$ cat src/rtl/cpu_params_pkg.sv
// Shared CPU parameters and CSR read-modify-write types.
// Holds the operand width, CSR op/state enums, address field constants.
package cpu_params_pkg;

  localparam int RSZ = 32;

  typedef enum logic [1:0] {
    CSR_OP_ILL = 2'd0,
    CSR_OP_RW  = 2'd1,
    CSR_OP_RS  = 2'd2,
    CSR_OP_RC  = 2'd3
  } csr_op_t;

  typedef enum logic [1:0] {
    ST_IDLE  = 2'd0,
    ST_READ  = 2'd1,
    ST_WRITE = 2'd2,
    ST_RESP  = 2'd3
  } csr_rmw_state_t;

  // addr[11:10]==2'b11 marks a read-only CSR
  localparam logic [1:0] ADDR_RO = 2'b11;
  localparam int RO_LSB   = 10;
  // addr[9:8] is the lowest privilege allowed to access the CSR
  localparam int PRIV_LSB = 8;

  // Set/clear forms with a zero source are pure reads.
  function automatic logic csr_wr_need(
    input csr_op_t    op,
    input logic       imm,
    input logic [4:0] uimm,
    input logic       rs1_is_x0
  );
    logic src_zero;
    src_zero = imm ? (uimm == 5'd0) : rs1_is_x0;
    return (op == CSR_OP_RW) ||
           (((op == CSR_OP_RS) || (op == CSR_OP_RC)) && !src_zero);
  endfunction

endpackage

$ cat src/rtl/csr_rmw_alu.sv
// Combinational new-value computation for CSR read-modify-write.
// Ports: op, old_val, src_val, romask in; new_val out.
module csr_rmw_alu
  import cpu_params_pkg::*;
(
  input  csr_op_t          op,
  input  logic [RSZ-1:0]   old_val,
  input  logic [RSZ-1:0]   src_val,
  input  logic [RSZ-1:0]   romask,
  output logic [RSZ-1:0]   new_val
);

  logic [RSZ-1:0] raw;

  always_comb begin
    raw = old_val;
    unique case (op)
      CSR_OP_RW: raw = src_val;
      CSR_OP_RS: raw = old_val | src_val;
      CSR_OP_RC: raw = old_val & ~src_val;
      default:   raw = old_val;
    endcase
  end

  // read-only bits always keep their old value
  assign new_val = (raw & ~romask) | (old_val & romask);

endmodule

$ cat src/rtl/csr_rmw_unit.sv
// Zicsr read-modify-write sequencer: IDLE->READ->WRITE->RESP.
// Ports: req_* from EX, csr_* to/from CSR bank, rsp_* back to pipeline.
module csr_rmw_unit
  import cpu_params_pkg::*;
(
  input  logic             clk_in,
  input  logic             reset_in,
  input  logic             flush_in,
  input  logic             req_valid,
  output logic             req_ready,
  input  logic [1:0]       req_op,
  input  logic             req_imm,
  input  logic [4:0]       req_uimm,
  input  logic             req_rs1_is_x0,
  input  logic [RSZ-1:0]   req_rs1_data,
  input  logic [11:0]      req_addr,
  input  logic [1:0]       req_priv,
  output logic [11:0]      csr_rd_addr,
  input  logic [RSZ-1:0]   csr_rd_data,
  input  logic             csr_rd_illegal,
  input  logic [RSZ-1:0]   csr_romask,
  output logic             csr_wr_en,
  output logic [11:0]      csr_wr_addr,
  output logic [RSZ-1:0]   csr_wr_data,
  output logic             rsp_valid,
  input  logic             rsp_ready,
  output logic [RSZ-1:0]   rsp_rd_data,
  output logic             rsp_illegal
);

  csr_rmw_state_t state_q, state_d;

  csr_op_t        op_q, op_d;
  logic           imm_q, imm_d;
  logic [4:0]     uimm_q, uimm_d;
  logic           x0_q, x0_d;
  logic [RSZ-1:0] rs1_q, rs1_d;
  logic [11:0]    addr_q, addr_d;
  logic [1:0]     priv_q, priv_d;
  logic [RSZ-1:0] old_q, old_d;

  logic           wr_en_q, wr_en_d;
  logic [RSZ-1:0] wr_data_q, wr_data_d;
  logic           rsp_valid_q, rsp_valid_d;
  logic [RSZ-1:0] rsp_data_q, rsp_data_d;
  logic           rsp_ill_q, rsp_ill_d;

  logic [RSZ-1:0] src;
  logic [RSZ-1:0] alu_new;
  logic           wr_need;
  logic           illegal;

  assign src = imm_q ? {{(RSZ-5){1'b0}}, uimm_q} : rs1_q;

  csr_rmw_alu u_alu (
    .op      (op_q),
    .old_val (csr_rd_data),
    .src_val (src),
    .romask  (csr_romask),
    .new_val (alu_new)
  );

  assign wr_need = csr_wr_need(op_q, imm_q, uimm_q, x0_q);

  assign illegal = csr_rd_illegal ||
                   (op_q == CSR_OP_ILL) ||
                   (priv_q < addr_q[PRIV_LSB +: 2]) ||
                   (wr_need && (addr_q[RO_LSB +: 2] == ADDR_RO));

  always_comb begin
    state_d     = state_q;
    op_d        = op_q;
    imm_d       = imm_q;
    uimm_d      = uimm_q;
    x0_d        = x0_q;
    rs1_d       = rs1_q;
    addr_d      = addr_q;
    priv_d      = priv_q;
    old_d       = old_q;
    wr_en_d     = 1'b0;
    wr_data_d   = '0;
    rsp_valid_d = rsp_valid_q;
    rsp_data_d  = rsp_data_q;
    rsp_ill_d   = rsp_ill_q;
    unique case (state_q)
      ST_IDLE: begin
        if (req_valid) begin
          op_d    = csr_op_t'(req_op);
          imm_d   = req_imm;
          uimm_d  = req_uimm;
          x0_d    = req_rs1_is_x0;
          rs1_d   = req_rs1_data;
          addr_d  = req_addr;
          priv_d  = req_priv;
          state_d = ST_READ;
        end
      end
      ST_READ: begin
        old_d = csr_rd_data;
        if (flush_in) begin
          state_d = ST_IDLE;
        end else if (illegal || !wr_need) begin
          state_d     = ST_RESP;
          rsp_valid_d = 1'b1;
          rsp_data_d  = illegal ? '0 : csr_rd_data;
          rsp_ill_d   = illegal;
        end else begin
          state_d   = ST_WRITE;
          wr_en_d   = 1'b1;
          wr_data_d = alu_new;
        end
      end
      // the write has committed, so a flush here cannot abort it
      ST_WRITE: begin
        state_d     = ST_RESP;
        rsp_valid_d = 1'b1;
        rsp_data_d  = old_q;
        rsp_ill_d   = 1'b0;
      end
      ST_RESP: begin
        if (flush_in || rsp_ready) begin
          state_d     = ST_IDLE;
          rsp_valid_d = 1'b0;
          rsp_data_d  = '0;
          rsp_ill_d   = 1'b0;
        end
      end
      default: state_d = ST_IDLE;
    endcase
  end

  always_ff @(posedge clk_in or posedge reset_in) begin
    if (reset_in) begin
      state_q     <= ST_IDLE;
      op_q        <= CSR_OP_ILL;
      imm_q       <= 1'b0;
      uimm_q      <= '0;
      x0_q        <= 1'b0;
      rs1_q       <= '0;
      addr_q      <= '0;
      priv_q      <= '0;
      old_q       <= '0;
      wr_en_q     <= 1'b0;
      wr_data_q   <= '0;
      rsp_valid_q <= 1'b0;
      rsp_data_q  <= '0;
      rsp_ill_q   <= 1'b0;
    end else begin
      state_q     <= state_d;
      op_q        <= op_d;
      imm_q       <= imm_d;
      uimm_q      <= uimm_d;
      x0_q        <= x0_d;
      rs1_q       <= rs1_d;
      addr_q      <= addr_d;
      priv_q      <= priv_d;
      old_q       <= old_d;
      wr_en_q     <= wr_en_d;
      wr_data_q   <= wr_data_d;
      rsp_valid_q <= rsp_valid_d;
      rsp_data_q  <= rsp_data_d;
      rsp_ill_q   <= rsp_ill_d;
    end
  end

  assign req_ready   = (state_q == ST_IDLE);
  assign csr_rd_addr = addr_q;
  assign csr_wr_en   = wr_en_q;
  assign csr_wr_addr = addr_q;
  assign csr_wr_data = wr_data_q;
  assign rsp_valid   = rsp_valid_q;
  assign rsp_rd_data = rsp_data_q;
  assign rsp_illegal = rsp_ill_q;

endmodule

$ cat config.mk
export PLATFORM = sky130hd
export DESIGN_NAME = csr_rmw_unit
export DESIGN_NICKNAME = d
export VERILOG_FILES = /design/src/rtl/cpu_params_pkg.sv /design/src/rtl/csr_rmw_alu.sv /design/src/rtl/csr_rmw_unit.sv
export SDC_FILE = /design/constraint.sdc
export NUM_CORES = 1
export LEC_CHECK = 0
export CORE_MARGIN = 5
export CORE_UTILIZATION = 47
export CTS_CLUSTER_DIAMETER = 100
export CTS_CLUSTER_SIZE = 8
export DETAILED_ROUTE_END_ITERATION = 8
export GPL_ROUTABILITY_DRIVEN = 0
export GPL_TIMING_DRIVEN = 0
export PLACE_DENSITY = 0.86
export SETUP_SLACK_MARGIN = 0.5
export SLEW_MARGIN = 20
export SYNTH_ARGS = -nofsm -noshare
export SYNTH_HDL_FRONTEND = slang
export SYNTH_HIERARCHICAL = 1
export SYNTH_SLANG_ARGS = --single-unit
$ cat constraint.sdc
create_clock -name clk_in -period 7.77 [get_ports clk_in]
set_clock_uncertainty 0.2 [all_clocks]
set_input_delay 2.331 -clock clk_in [delete_from_list [all_inputs] [get_ports clk_in]]
set_output_delay 2.331 -clock clk_in [all_outputs]
set_load 0.02 [all_outputs]
==> results.sh <==
export IMPL_status="finished, final reports clean"
export IMPL_powerDensity_nw_per_um2=424
export IMPL_floorplan_die_height_um=139
export IMPL_min_period_ns=4.32
export IMPL_drv_slew=0
export IMPL_hold_depth=1
export IMPL_crit_path_max_incr_delay_ns=0.66
export IMPL_worst_path_buf_inv=2
export IMPL_grt_overflow=0
export IMPL_min_period_over_period=0.556
export IMPL_grt_max_degree=93
export IMPL_routed_via_density=5.47
export IMPL_cts_buffer_depth=2
export IMPL_synth_largest_area_cell="dfrtp_1"
export IMPL_wl_per_cell_um=19.4
export IMPL_grt_pass1_wl_mm=35.3
export IMPL_syn_area_per_cell_um2=11.6
export IMPL_clock_sinks=156
export IMPL_num_io_pins=217
export IMPL_cts_tree="built"
export IMPL_crit_path_start_kind="flip-flop"
export IMPL_finalNetCount=1038
export IMPL_hold_start="rs1_q[8]$_DFFE_PP0P_"
export IMPL_clock_latency_ns=0.42
export IMPL_finalSetupViolations=0
export IMPL_dp_hpwl_mm=15.5
export IMPL_drtPass1Iterations=5
export IMPL_hp_class="flip-flop to flip-flop"
export IMPL_ys_top_cells_by_count="dfrtp_1 (156), mux2_2 (69), inv_1 (67)"
export IMPL_grt_pass1_vias=6653
export IMPL_n_fill_cell=1249
export IMPL_synth_warnings=6
export IMPL_reg2reg_from="state_q[0]$_DFFE_PP0P_"
export IMPL_slew_headroom=0.565
export IMPL_antenna_found_initial=1
export IMPL_row_count=47
export IMPL_cp_max_fo=10
export IMPL_clkSlewWorstSetupHoldPaths_ns=0.06
export IMPL_post_dp_cell_area_um2=10300
export IMPL_hold_ws_ns=0.274
export IMPL_grt_use_total=0.230
export IMPL_crit_family="buffers and inverters"
export IMPL_synth_area_um2=7820
export IMPL_ys_ff_latch=156
export IMPL_drtAntennaViolNets=0
export IMPL_regToRegSetupSlack_ns=5.05
export IMPL_fmax_ghz=0.232
export IMPL_drcViolationCount=0
export IMPL_r2r_end="csr_wr_data[12]$_DFF_PP0_"
export IMPL_reg2reg_depth=6
export IMPL_cts_made_buffers=17
export IMPL_antennaDiodeCount=0
export IMPL_fp_dieW_um=139
export IMPL_cts_resized=0
export IMPL_io_buffers=216
export IMPL_drive_gt1_frac=0.192
export IMPL_hold_viol=0
export IMPL_yosysTopAreaCellShare=0.499
export IMPL_worst_slew_pin_slew_ns=0.646
export IMPL_async_reset_ff_frac=1.00
export IMPL_cp_end_kind="output pin"
export IMPL_rsz0062_at_grt="false"
export IMPL_clock_root_buffer="clkbuf_16"
export IMPL_layout_area_overhead_vs_synth_pct=39.1
export IMPL_drtIter0Drc=448
export IMPL_min_to="rs1_q[8]$_DFFE_PP0P_"
export IMPL_core_area_um2=16500
export IMPL_ctsHoldBuffers=0
export IMPL_synth_most_common_cell="dfrtp_1"
export IMPL_start_util=0.475
export IMPL_synth_area_leaders="dfrtp_1 (50%), mux2_2 (9.9%), a32oi_2 (6.2%)"
export IMPL_crit_type="flip-flop to output pin"
export IMPL_ctsHtreeMaxLevel=4
export IMPL_ys_flop_type="dfrtp_1"
export IMPL_postSynthCellCount=676
export IMPL_syn_num_nets=802
export IMPL_post_synth_num_cell_types=45
export IMPL_dieArea_um2=19300
export IMPL_required_ns=5.24
export IMPL_crit_arrival_ns=1.79
export IMPL_worst_path_max_delay_cell="clkdlybuf4s50_1"
export IMPL_synth_edf_count=0
export IMPL_drv_cap=0
export IMPL_critical_path_cell_chain="buf_2 -> nor2_1 -> clkdlybuf4s50_1"
export IMPL_via_count=6246
export IMPL_final_area_um2=10900
export IMPL_postCtsSetupBuffers=0
export IMPL_p_leak_uw=0.00451
export IMPL_ys_seq_area_frac=0.499
export IMPL_ir_drop_mv=0.257
export IMPL_drt_wl_total_mm=22.2
==> placed cells by master, fill, tap and decap left out, types with 2 or more instances in the layout <==
master           netlist  layout
o21ai_0                4       4
a21o_1                 2       2
a21oi_1               35      35
xnor2_1               32      32
nand2b_1               2       2
mux2_2                69      69
nor3_1                 2       2
nand4_1               32      32
clkdlybuf4s50_1        0     216
clkbuf_16              0      17
clkbuf_1              19      21
a32oi_1                2       2
a31oi_1               64      64
clkbuf_4               3       3
a32oi_2               30      30
dlygate4sd1_1          3       3
inv_1                 67      66
clkbuf_8               0       3
dfrtp_1              156     156
buf_6                  9       9
nand2_1                4       4
nand3b_1               2       2
clkinvlp_4             0       2
nor2_1                 3       3
clkinv_2               0       2
buf_4                 12      12
and2_1                34      34
nor2b_1               31      31
mux2_1                20      20
buf_2                 19      19
bufinv_16              0       3
==> how the worst max path moves through the flow <==
stage	cells after the start	endpoint	slack (ns)
floorplan	1	asynchronous set/reset pin	1.03
global placement	2	csr_wr_data[17]$_DFF_PP0_	-1.29
detailed placement	5	csr_wr_data[12]$_DFF_PP0_	3.22
CTS	3	req_ready	3.43
global route	3	req_ready	3.33
finish	3	req_ready	3.45
==> worst register-to-register path, delay by kind of cell (launching register included) <==
family	cells	cell delay [ns]
AND/OR/NAND/NOR	4	1.09
buffers and inverters	2	0.90
flip-flops	1	0.47
==> layout make-up <==
| class | count | area [um^2] | area share |
|---|---|---|---|
| flip-flops and latches | 156 | 3900 | 0.359 |
| multi-input cells | 388 | 3260 | 0.299 |
| repair buffers | 217 | 2190 | 0.201 |
| clock buffers | 22 | 474 | 0.0436 |
| plain buffers | 65 | 407 | 0.0374 |
| well taps | 220 | 275 | 0.0253 |
| inverters | 67 | 259 | 0.0238 |
| clock inverters | 7 | 115 | 0.0106 |
==> where the power goes <==
part	switching, uW	internal [uW]	total (uW)
sequential	195	1160	1350
clock	324	525	848
combinational	1270	1140	2420
total	1790	2830	4620
==> per-layer routing <==
layer | part of all wire | track usage
met1 | 0.42 | 0.294
met2 | 0.48 | 0.375
met3 | 0.069 | 0.0597
met4 | 0.031 | 0.0968
met5 | 0.00054 | 0
==> stage by stage <==
step	instances	setup WS [ns]	setup TNS [ns]	utilization	total power [uW]
after global routing	1142	3.33	0	0.661	4880
after CTS	1142	3.43	0	0.661	4640
final	1142	3.45	0	0.661	4620
after floorplan	676	1.03	0	-	2960
after detailed placement	1113	3.22	0	0.625	3770
after global placement	1112	-1.29	-199.36	0.623	3690
==> registers in the layout, indices dropped and copies added (netlist names), 2 cells and up, named ones only <==
register / count
op_q: 2
csr_rd_addr: 12
old_q: 32
priv_q: 2
rs1_q: 32
uimm_q: 5
csr_wr_data: 32
rsp_rd_data: 32
==> cells by family after synthesis <==
family                     synth area share
xor gates and xnor gates             0.0358
DFF                                   0.499
and+or+nand+nor                      0.0957
AOI/OAI and AO/OA                     0.155
adders and majority gates           0.00160
muxes                                 0.128
buffers and inverters                0.0841
Note: power is estimated with default switching activity, not from simulation.
